===== src/rtl/uart_tx_arbiter_pkg.sv =====
// Shared definitions for the uart_tx_arbiter slice.
//   arb_state_e : arbiter FSM states (IDLE=0, LOAD=1, SEND=2)
//   UART_DW     : byte width of the attached uart
//   rot_idx     : index 'off' steps after 'base', modulo n
package uart_tx_arbiter_pkg;

  typedef enum logic [1:0] {
    IDLE = 2'd0,
    LOAD = 2'd1,
    SEND = 2'd2
  } arb_state_e;

  localparam int unsigned UART_DW = 8;

  function automatic int unsigned rot_idx(int unsigned base, int unsigned off, int unsigned n);
    return (base + off) % n;
  endfunction

endpackage


===== src/rtl/uart_tx_arbiter_rr_pick.sv =====
// Combinational rotating-priority encoder.
//   req : request vector, one bit per requester
//   ptr : index holding highest priority this round
//   any : at least one request is set
//   idx : first set request scanning ptr, ptr+1, ... mod NREQ
module rr_pick
  import uart_tx_arbiter_pkg::*;
#(
  parameter int unsigned NREQ = 4,
  parameter int unsigned IW   = $clog2(NREQ)
) (
  input  logic [NREQ-1:0] req,
  input  logic [IW-1:0]   ptr,
  output logic            any,
  output logic [IW-1:0]   idx
);

  always_comb begin
    any = 1'b0;
    idx = '0;
    for (int unsigned k = 0; k < NREQ; k++) begin
      logic [IW-1:0] cand;
      cand = IW'(rot_idx(32'(ptr), k, NREQ));
      if (!any && req[cand]) begin
        any = 1'b1;
        idx = cand;
      end
    end
  end

endmodule


===== src/rtl/uart_tx_arbiter.sv =====
// Shares one uart transmitter between NREQ byte producers with round-robin
// priority; a grant is held for a packet (until req_last, a valid drop, or
// MAX_BURST bytes).
//   clk, rst     : clock, synchronous active-high reset
//   req_valid    : per-requester byte available
//   req_data     : packed bytes, requester i at [i*DW +: DW]
//   req_last     : per-requester last-byte-of-packet flag
//   req_ready    : one-hot pulse, byte of the holder captured this cycle
//   uart_wr_en   : write strobe to uart, held until uart drops wr_rdy
//   uart_din     : registered byte to uart
//   uart_wr_rdy  : uart idle
//   grant_valid  : a requester holds the grant
//   grant_id     : index of the holder
module uart_tx_arbiter
  import uart_tx_arbiter_pkg::*;
#(
  parameter int unsigned NREQ      = 4,
  parameter int unsigned DW        = UART_DW,
  parameter int unsigned MAX_BURST = 16
) (
  input  logic                     clk,
  input  logic                     rst,
  input  logic [NREQ-1:0]          req_valid,
  input  logic [NREQ*DW-1:0]       req_data,
  input  logic [NREQ-1:0]          req_last,
  output logic [NREQ-1:0]          req_ready,
  output logic                     uart_wr_en,
  output logic [DW-1:0]            uart_din,
  input  logic                     uart_wr_rdy,
  output logic                     grant_valid,
  output logic [$clog2(NREQ)-1:0]  grant_id
);

  localparam int unsigned IW = $clog2(NREQ);
  localparam int unsigned CW = $clog2(MAX_BURST + 1);

  arb_state_e     state_q;
  logic [IW-1:0]  grant_id_q;
  logic           grant_valid_q;
  logic [IW-1:0]  rr_ptr_q;
  logic [IW-1:0]  rr_ptr_d;
  logic [CW-1:0]  burst_cnt_q;
  logic           last_q;
  logic [DW-1:0]  din_q;
  logic           wr_en_q;

  logic [DW-1:0]  data_arr [NREQ];
  logic           pick_any;
  logic [IW-1:0]  pick_idx;
  logic           cur_valid;
  logic           capture;
  logic           burst_done;

  rr_pick #(
    .NREQ (NREQ),
    .IW   (IW)
  ) u_pick (
    .req (req_valid),
    .ptr (rr_ptr_q),
    .any (pick_any),
    .idx (pick_idx)
  );

  always_comb begin
    for (int unsigned k = 0; k < NREQ; k++) begin
      data_arr[k] = req_data[k*DW +: DW];
    end
  end

  assign cur_valid  = req_valid[grant_id_q];
  // Reset wins over a capture so a requester never pops a byte the arbiter dropped.
  assign capture    = (state_q == LOAD) && cur_valid && uart_wr_rdy && !rst;
  assign req_ready  = capture ? (NREQ'(1) << grant_id_q) : '0;
  assign burst_done = (burst_cnt_q == CW'(MAX_BURST));

  // Pointer after release: the departing holder drops to lowest priority.
  always_comb begin
    rr_ptr_d = grant_id_q + 1'b1;
    if (32'(grant_id_q) == NREQ - 1) rr_ptr_d = '0;
  end

  always_ff @(posedge clk) begin
    if (rst) begin
      state_q       <= IDLE;
      grant_id_q    <= '0;
      grant_valid_q <= 1'b0;
      rr_ptr_q      <= '0;
      burst_cnt_q   <= '0;
      last_q        <= 1'b0;
      din_q         <= '0;
      wr_en_q       <= 1'b0;
    end else begin
      case (state_q)
        IDLE: begin
          if (pick_any) begin
            grant_id_q    <= pick_idx;
            grant_valid_q <= 1'b1;
            burst_cnt_q   <= '0;
            state_q       <= LOAD;
          end
        end
        LOAD: begin
          if (!cur_valid) begin
            grant_valid_q <= 1'b0;
            rr_ptr_q      <= rr_ptr_d;
            state_q       <= IDLE;
          end else if (uart_wr_rdy) begin
            din_q       <= data_arr[grant_id_q];
            last_q      <= req_last[grant_id_q];
            burst_cnt_q <= burst_cnt_q + 1'b1;
            wr_en_q     <= 1'b1;
            state_q     <= SEND;
          end
        end
        SEND: begin
          // wr_rdy low means the uart has latched din and started its frame.
          if (!uart_wr_rdy) begin
            wr_en_q <= 1'b0;
            if (last_q || burst_done) begin
              grant_valid_q <= 1'b0;
              rr_ptr_q      <= rr_ptr_d;
              state_q       <= IDLE;
            end else begin
              state_q <= LOAD;
            end
          end
        end
        default: state_q <= IDLE;
      endcase
    end
  end

  assign uart_wr_en  = wr_en_q;
  assign uart_din    = din_q;
  assign grant_valid = grant_valid_q;
  assign grant_id    = grant_id_q;

endmodule


===== config.mk =====
export PLATFORM = sky130hd
export DESIGN_NAME = uart_tx_arbiter
export DESIGN_NICKNAME = d
export VERILOG_FILES = /design/src/rtl/uart_tx_arbiter_pkg.sv /design/src/rtl/uart_tx_arbiter_rr_pick.sv /design/src/rtl/uart_tx_arbiter.sv
export SDC_FILE = /design/constraint.sdc
export NUM_CORES = 1
export LEC_CHECK = 0
export CAP_MARGIN = 20
export CORE_MARGIN = 8
export CORE_UTILIZATION = 35
export DETAILED_ROUTE_END_ITERATION = 7
export GPL_ROUTABILITY_DRIVEN = 0
export PLACE_DENSITY_LB_ADDON = 0.08
export REMOVE_ABC_BUFFERS = 1
export SETUP_SLACK_MARGIN = 0.02
export SLEW_MARGIN = 15
export SYNTH_ARGS = -nofsm -noshare
export SYNTH_HDL_FRONTEND = slang
export SYNTH_SLANG_ARGS = --single-unit

===== constraint.sdc =====
create_clock -name clk -period 6.2 [get_ports clk]
set_clock_uncertainty 0.15 [all_clocks]
set_input_delay 1.24 -clock clk [delete_from_list [all_inputs] [get_ports clk]]
set_output_delay 1.24 -clock clk [all_outputs]
set_load 0.01 [all_outputs]

# --- Word-level counts from Yosys, hierarchy flattened ---
# Index checks and enable logic that the tools add are counted.
word_totals:
  romBits: 0
  regBits: 22
  ramBits: 0
  out_inout_bits: 16
  mem_count: 0
  elab_cells: 102
  latch_bits: 0
  inputBits: 43
classes:
  muxes: 48
  div_mod_pow: 0
  mul: 0
  n_shift: 1
  add_sub_neg: 5
  bitwise: 1
  order_cmp: 6
  reduce_logical: 22
  n_eq_ne: 11
ops:
  columns: ["operator", "n"]
  rows:
  - ["$mux 2", 12]
  - ["$mux 1", 18]
  - ["$bmux 8 s2", 1]
  - ["$mux 8", 2]
  - ["$lt 2x3->1 const B", 5]
  - ["$mux 5", 3]
  - ["$bmux 1 s2", 6]
  - ["$ne 2x2->1 const B", 6]
  - ["$reduce_and 4->1", 3]
  - ["$pmux 5 s2", 1]
  - ["$logic_and 1x1->1", 6]
  - ["$pmux 2 s3", 1]
  - ["$reduce_and 3->1", 2]
  - ["$add 5x1->5 const B", 1]
  - ["$eq 5x5->1 const B", 1]
  - ["$reduce_and 5->1", 1]
  - ["$add 2x1->2 const B", 2]
  - ["$add 2x2->2 const B", 2]
  - ["$eq 2x2->1 const B", 2]
  - ["$logic_not 1->1", 4]
  - ["$mux 4", 1]
  - ["$pmux 2 s2", 1]
  - ["$reduce_bool 2->1", 2]
  - ["$shl 1x2->4 const A", 1]
  - ["10 further kinds", 10]

# --- Depth between registers and ports, before layout ---
# Gate-level depths: netlist of the first run.
depth:
  depth_word: 14
  mapped_depth: 8
  ltp_nobuf: 6

# --- By module ---
# Synthesis of the first run repeated with hierarchy kept, for this count alone.
unflattened:
  cells_unflattened: 172
  area_unflattened_um2: 1491.4
modules_own_cells:
  columns: ["mod", "instances", "area_each_um2", "seq_area_each_um2", "cells_per_inst"]
  rows:
  - ["uart_tx_arbiter", 1, 1413.9, 440.4, 157]
  - ["rr_pick", 1, 77.6, 0.0, 15]

# --- Worst setup path after synthesis of the first run ---
# OpenSTA, ideal clock, no wires.
synth_timing:
  path_type: "input port to output port"
  start: "input req_valid[0]"
  end: "output req_ready[0]"
  required_time_ns: 4.810
  path_slack_ns: 2.590
  arrival_ns: 2.220
  stages: 4
  path_buffers: 1
  cell_sequence: "mux2i_2 > o32ai_4 > buf_6 > and3_1"
synth_between:
  elab_chain_len: 6
synth_rtl:
  columns: ["element", "line_no", "source"]
  rows:
  - ["start: declaration", "uart_tx_arbiter.sv:23", "input logic [NREQ-1:0] req_valid,"]
  - ["$bmux 1 s2", "uart_tx_arbiter.sv:70", "assign cur_valid = req_valid[grant_id_q];"]
  - ["$mux 1 (not written as such)", "uart_tx_arbiter.sv:70", null]
  - ["$logic_and 1x1->1 (3 in a row)", "uart_tx_arbiter.sv:72", "assign capture = (state_q == LOAD) && cur_valid && uart_wr_rdy && !rst;"]
  - ["$mux 4", "uart_tx_arbiter.sv:73", "assign req_ready = capture ? (NREQ'(1) << grant_id_q) : '0;"]
  - ["end: declaration", "uart_tx_arbiter.sv:26", "output logic [NREQ-1:0] req_ready,"]
# Every way passes these cells. The select of a mux whose other input is x is not followed.

# --- Final worst setup path of the first run ---
layout_timing:
  start: "input rst"
  end: "output req_ready[0]"
layout_between:
  elab_chain_len: 3
layout_rtl:
  columns: ["element", "line_no", "source"]
  rows:
  - ["start: declaration", "uart_tx_arbiter.sv:22", "input logic rst,"]
  - ["$logic_not 1->1", "uart_tx_arbiter.sv:72", null]
  - ["$logic_and 1x1->1", "uart_tx_arbiter.sv:72", null]
  - ["$mux 4", "uart_tx_arbiter.sv:73", null]
# Every way passes these cells.

==> impl_results.md, run 1 <==
- Peak VDD IR: 138 µV
- Post_cts resized: 0
- Num CTS Buffers: 3
- WP data arrival: 3.40 ns
- Router iterations before antenna repair: 4
- Final hold vios: 0
- Die span in y: 81.9 µm
- Syn Area/Cell: 9.39 µm²
- Post-synth EDFFs: 0
- Worst R2R Start: grant_id[0]
- Worst path required time: 4.81 ns
- Via total after detailed routing: 1,430
- Final worst hold slack: 0.347 ns
- Net Switching: 0.145 mW
- Buf/Inv on CP: 3
- Synth warn: 0
- Std-Cell Rows: 24
- Commonest cells after routing, fill and taps aside: 58 x clkdlybuf4s50_1, 22 x dfxtp_1, 15 x nand2_1
- Gr ovfl total: 0
- Die W: 81.9 µm
- CP startpoint: rst
- CTS Buffer Depth: 2
- Setup Viol. Count Final: 0
- Worst-skew pair later-pin latency: 0.26 ns
- Crit path launch type: input port
- Worst-path cell chain: clkdlybuf4s50_1 > inv_1 > and3_1 > clkdlybuf4s50_1
- Sw Ratio: 0.326
- Final WL: 4.52 mm
- Post-route insts no fill: 268
- Pleak: 0.781 nW
- DIE AREA: 6710 µm²
- Clock-pin slew on the worst setup and hold paths: 0.08 ns
- Crit Path Class: input port to output pin
- Crit-path slowest cell: clkdlybuf4s50_1
- RSZ-0062 raised after global routing: false
- Crit-path max FO: 21
- Run status: complete, no violations
- CTS tree: done
- Fin. max-slew vios: 0
- Clk pwr share: 0.199
- Share of cells above drive strength 1: 0.0787
- Share of power burned in registers: 0.403
- Delay-heaviest family, CP: buffers and inverters
- Synthesized instance count: 162
- Vias in the first global route: 1,484
- Min-delay worst type: flop to flop
- Via-to-Cell Ratio: 5.34
- Diode count: 0
- Post-DP HPWL: 3.66 mm
- Critical Path Most Common Cell: clkdlybuf4s50_1
- Post-CTS Setup Inserts: 0
- P&R area growth vs syn: 42.8%
- Min-delay src: burst_cnt_q[4]
- Comb power frac: 0.398
- Post-Layout Inst Area: 2170 µm²
- Fillcell total: 413
- Power Dens Cells: 205 nW/µm²
- Placed Instances: 265
- Global Route Usage Sum: 0.132
- Crit path time final: 4.79 ns
- Number of max-cap violations: 0
- I/O Pins: 59
- Final nets: 271
- Initial DRC Count: 48
- Core box area: 4260 µm²
- Final period utilization: 0.772
- Netlist cell types: 38
- Worst-Margin Slew: 0.958 ns
- Clk root buf: clkbuf_8
- CTS H-tree lvls: 1
- Cell Area, Synth: 1520 µm²
- Initial Util: 0.357
- Fin util: 0.509
- CP endpoint kind: output pin
- Remaining antenna violation count: 0
- Hold buffers post-CTS: 0
- Max Clk Rate: 0.209 GHz
- Clock sink total: 22
- Power Internal: 0.300 mW
- Setup TNS: 0 ns
- Initial antenna violation count: 0
- DRC violations left: 0
- Storage cell area: 440 µm²
- Global-route wire length before repair: 6.87 mm
- Seq/Total Area, Yosys: 0.289
- WL/cell: 16.8 µm
- Slowest cell delay on critical path: 1.01 ns
- Largest net degree at the start of global routing: 22
- Most common cell after layout, fill and taps aside: clkdlybuf4s50_1
- Most used DFF post-synth: dfxtp_1
- Combined area of the multi-input logic cells: 988 µm²
- Placed cell area: 2130 µm²
- Ys async rst share: 0
- FF+latch count, synth: 22
- Slew Limit Headroom: 0.360
- Port Buf Inserts: 58
-- final timing paths --
| kind | to | slack [ns] | cells past startpoint |
|---|---|---|---|
| setup / recovery | req_ready[0] | 1.41 | 4 |
| hold / removal | burst_cnt_q[4] | 0.35 | 1 |
| setup reg to reg | burst_cnt_q[3] | 3.45 | 5 |
| hold reg to reg | burst_cnt_q[4] | 0.35 | 1 |
-- power groups by stage --
| stage | Sequential, mW | Clock (mW) | Combinational (mW) |
|---|---|---|---|
| floorplan | 0.182 | 0 | 0.0999 |
| global placement | 0.182 | 0 | 0.172 |
| detailed placement | 0.183 | 0 | 0.178 |
| CTS | 0.180 | 0.0911 | 0.178 |
| global route | 0.183 | 0.0984 | 0.192 |
| finish | 0.179 | 0.0886 | 0.177 |
-- cells in the mapped netlist, types with 4 or more instances --
| master | count | area share |
|---|---|---|
| nand2b_1 | 5 | 0.021 |
| a21oi_1 | 9 | 0.030 |
| ha_1 | 10 | 0.082 |
| nand3_1 | 4 | 0.013 |
| a311oi_1 | 4 | 0.023 |
| inv_1 | 13 | 0.032 |
| nand2_1 | 15 | 0.037 |
| nor2_1 | 14 | 0.035 |
| and3_1 | 4 | 0.016 |
| mux2i_1 | 13 | 0.086 |
| clkbuf_1 | 4 | 0.0099 |
| mux4_2 | 9 | 0.13 |
| dfxtp_1 | 22 | 0.29 |
-- layout make-up --
class	instances	area share
Timing Repair Buffer	59	0.271
Clock buffer	3	0.0190
Sequential cell	22	0.203
Inverter	13	0.0225
Tap cell	52	0.0300
Multi-Input combinational cell	119	0.455
-- flip-flops by register name (all words and copies together), names as in the netlist --
signal,flops
uart_din,8
burst_cnt_q,5
grant_id,2
rr_ptr_q,2
state_q,2
grant_valid,1
last_q,1
uart_wr_en,1
-- through the flow --
| step | worst slack [ns] | power, mW |
|---|---|---|
| 2_1_floorplan | 2.51 | 0.282 |
| 3_3_place_gp | 1.45 | 0.354 |
| 3_5_place_dp | 1.39 | 0.361 |
| 4_1_cts | 1.41 | 0.449 |
| 5_1_grt | 1.26 | 0.473 |
| 6_report | 1.41 | 0.444 |
-- layer usage --
layer,track usage,part of all wire,vias up
li1,-,-,703
met1,0.136,0.37,688
met2,0.255,0.57,37
met3,0.0383,0.050,2
met4,0.0263,0.0055,0
met5,0,0,-
-- kinds of logic (layout without fill, tap and decap cells) --
| kind of cell | count (synthesis) | in the layout | synth area share |
|---|---|---|---|
| buffers and inverters | 21 | 75 | 0.0609 |
| AO/OA/AOI/OAI | 32 | 32 | 0.156 |
| multiplexers | 25 | 25 | 0.244 |
| AND/OR/NAND/NOR | 52 | 52 | 0.167 |
| adder cells (fa/ha/maj) | 10 | 10 | 0.0822 |
| flip-flops | 22 | 22 | 0.289 |
Power figures use the tool's default switching activity.
==> inputs of run 2 (changes only) <==
==> constraint.sdc (replaced) <==
create_clock -name clk -period 4.4 [get_ports clk]
set_clock_uncertainty 0.15 [all_clocks]
set_input_delay 0.88 -clock clk [delete_from_list [all_inputs] [get_ports clk]]
set_output_delay 0.88 -clock clk [all_outputs]
set_load 0.01 [all_outputs]
==> run 2 against run 1 <==
Net effect: routed wire length up 0.49%; combinational power up 46%; sequential cell count unchanged; utilization up 0.67 points; highest routed layer unchanged; largest power group is now combinational cells; die area unchanged.
==> impl_results.md, run 2 (same netlist as run 1, synthesis figures left out) <==
- Pre-CTS setup slack: 0.544 ns (-0.850 ns)
- Fillcell total: 411 (-0.48%)
- Crit path launch type: input port
- RSZ-0062 raised after global routing: false
- Post-route setup slack: 0.546 ns (-0.866 ns)
- Final WL: 4.54 mm (+0.49%)
- Initial DRC Count: 72 (+50%)
- Number of max-cap violations: 0 (unchanged)
- GRT met3 Usage: 0.0295 (-0.00875)
- Remaining antenna violation count: 0 (unchanged)
- CP endpoint kind: output pin
- Commonest cells after routing, fill and taps aside: 58 x clkdlybuf4s50_1, 22 x dfxtp_1, 15 x nand2_1
- Crit path time final: 3.85 ns
- Pleak: 0.798 nW (+2.2%)
- Buf/Inv on CP: 2 (-1)
- CP startpoint: req_valid[0]
- Power Dens Cells: 297 nW/µm² (+45%)
- Initial Util: 0.357 (unchanged)
- Vias in the first global route: 1,486 (+0.13%)
- Met1 Use GR: 0.149 (+0.0131)
- Run status: complete, no violations
- Worst R2R Start: state_q[1]
- Most common cell after layout, fill and taps aside: clkdlybuf4s50_1
- Slowest cell delay on critical path: 0.59 ns (-0.42 ns)
- Slew Limit Headroom: 0.490 (+0.129)
- DIE AREA: 6710 µm² (unchanged)
- Placed cell area: 2150 µm² (+0.70%)
- Via total after detailed routing: 1,458 (+2.0%)
- Critical Path Most Common Cell: clkdlybuf4s50_1
- Worst-path cell chain: clkdlybuf4s50_1 > mux2i_2 > o32ai_4 > and3_1 > clkdlybuf4s50_1
- Fin util: 0.516 (+0.00675)
- Clock-pin slew on the worst setup and hold paths: 0.09 ns (about the same)
- Worst-Margin Slew: 0.765 ns (-0.194 ns)
- CTS Buffer Depth: 2 (unchanged)
- Diode count: 0 (unchanged)
- Initial antenna violation count: 0 (unchanged)
- Worst-skew pair later-pin latency: 0.26 ns (about the same)
- WP data arrival: 2.82 ns (-0.58 ns)
- Peak VDD IR: 194 µV (+41%)
- Final hold vios: 0 (unchanged)
- Global-route wire length before repair: 7.12 mm (+3.7%)
- WL/cell: 16.7 µm (-0.63%)
- Num CTS Buffers: 3 (unchanged)
- Post-CTS Setup Inserts: 0 (unchanged)
- Hold buffers post-CTS: 0 (unchanged)
- DRC violations left: 0 (unchanged)
- Clk root buf: clkbuf_8
- GRT busiest layer: met2
- CTS tree: done
- Post-DP HPWL: 3.62 mm (-1.2%)
- Min-delay worst type: flop to flop
- Port Buf Inserts: 58 (unchanged)
- Die W: 81.9 µm (unchanged)
- Min-delay src: burst_cnt_q[4]
- Max reg flops: 8 (unchanged)
- Share of cells above drive strength 1: 0.0913 (+0.0126)
- P&R area growth vs syn: 44.7%
- Final nets: 273 (+0.74%)
- Largest net degree at the start of global routing: 21 (-4.5%)
- Worst path required time: 3.37 ns (-1.44 ns)
- Crit-path max FO: 7 (-67%)
- Global Route Usage Sum: 0.136 (+0.00413)
- Max Clk Rate: 0.259 GHz
- Final period utilization: 0.876
- Clock sink total: 22 (unchanged)
- Gr ovfl total: 0 (unchanged)
- Via-to-Cell Ratio: 5.38 (+0.83%)
- Std-Cell Rows: 24 (unchanged)
- Setup TNS: 0 ns (unchanged)
- Core box area: 4260 µm² (unchanged)
- Delay-heaviest family, CP: buffers and inverters
- CTS H-tree lvls: 1 (unchanged)
- GR Util met2: 0.262 (+0.00710)
- Crit Path Class: input port to output pin
- Post_cts resized: 0 (unchanged)
- I/O Pins: 59 (unchanged)
- Router iterations before antenna repair: 4 (unchanged)
- Crit-path slowest cell: clkdlybuf4s50_1
- Final worst hold slack: 0.343 ns (-0.00382 ns)
- Setup Viol. Count Final: 0 (unchanged)
- Fin. max-slew vios: 0 (unchanged)
- Die span in y: 81.9 µm (unchanged)
- Post-Layout Inst Area: 2200 µm² (+1.3%)
[run 2: cell types whose count changed in the layout (fill, tap and decap cells not counted)]
| cell | before | now |
|---|---|---|
| buf_4 | 1 | 3 |
| clkbuf_8 | 3 | 4 |
[run 2: power by group]
group	switching [mW]	internal, mW
sequential	0.0238	0.220
combinational	0.115	0.143
clock	0.0713	0.0798
[run 2: area by class of cell]
| cell class | count | area [µm²] | share of cell area |
|---|---|---|---|
| Timing Repair Buffer | 61 | 603 | 0.274 |
| Sequential cell | 22 | 440 | 0.200 |
| Tap cell | 52 | 65.1 | 0.0296 |
| Inverter | 13 | 48.8 | 0.0222 |
| Clock buffer | 4 | 55.1 | 0.0250 |
| Multi-Input combinational cell | 119 | 988 | 0.449 |
[run 2: per-layer routing]
metal	wire, µm	vias up
li1	-	709
met1	1790	723
met2	2600	24
met3	125	2
met4	19	0
met5	0	-
[run 2: worst paths after layout]
kind,depth (start not counted),end,slack [ns]
setup / recovery,5,req_ready[1],0.55
hold / removal,1,burst_cnt_q[4],0.34
setup reg to reg,7,burst_cnt_q[3],1.98
hold reg to reg,1,burst_cnt_q[4],0.34
[run 2: worst reg2reg max path, delay by kind of cell (launching register included)]
family,cells,cell delay [ns]
buffers and inverters,2,0.39
AO/OA/AOI/OAI,3,0.84
AND/OR/NAND/NOR,1,0.22
flip-flops,1,0.35
adder cells (fa/ha/maj),1,0.38
[run 2: metrics by stage]
step                total power, mW  instances
floorplan                     0.397        154
global placement              0.501        267
detailed placement            0.510        267
CTS                           0.662        271
global route                  0.697        271
finish                        0.653        271
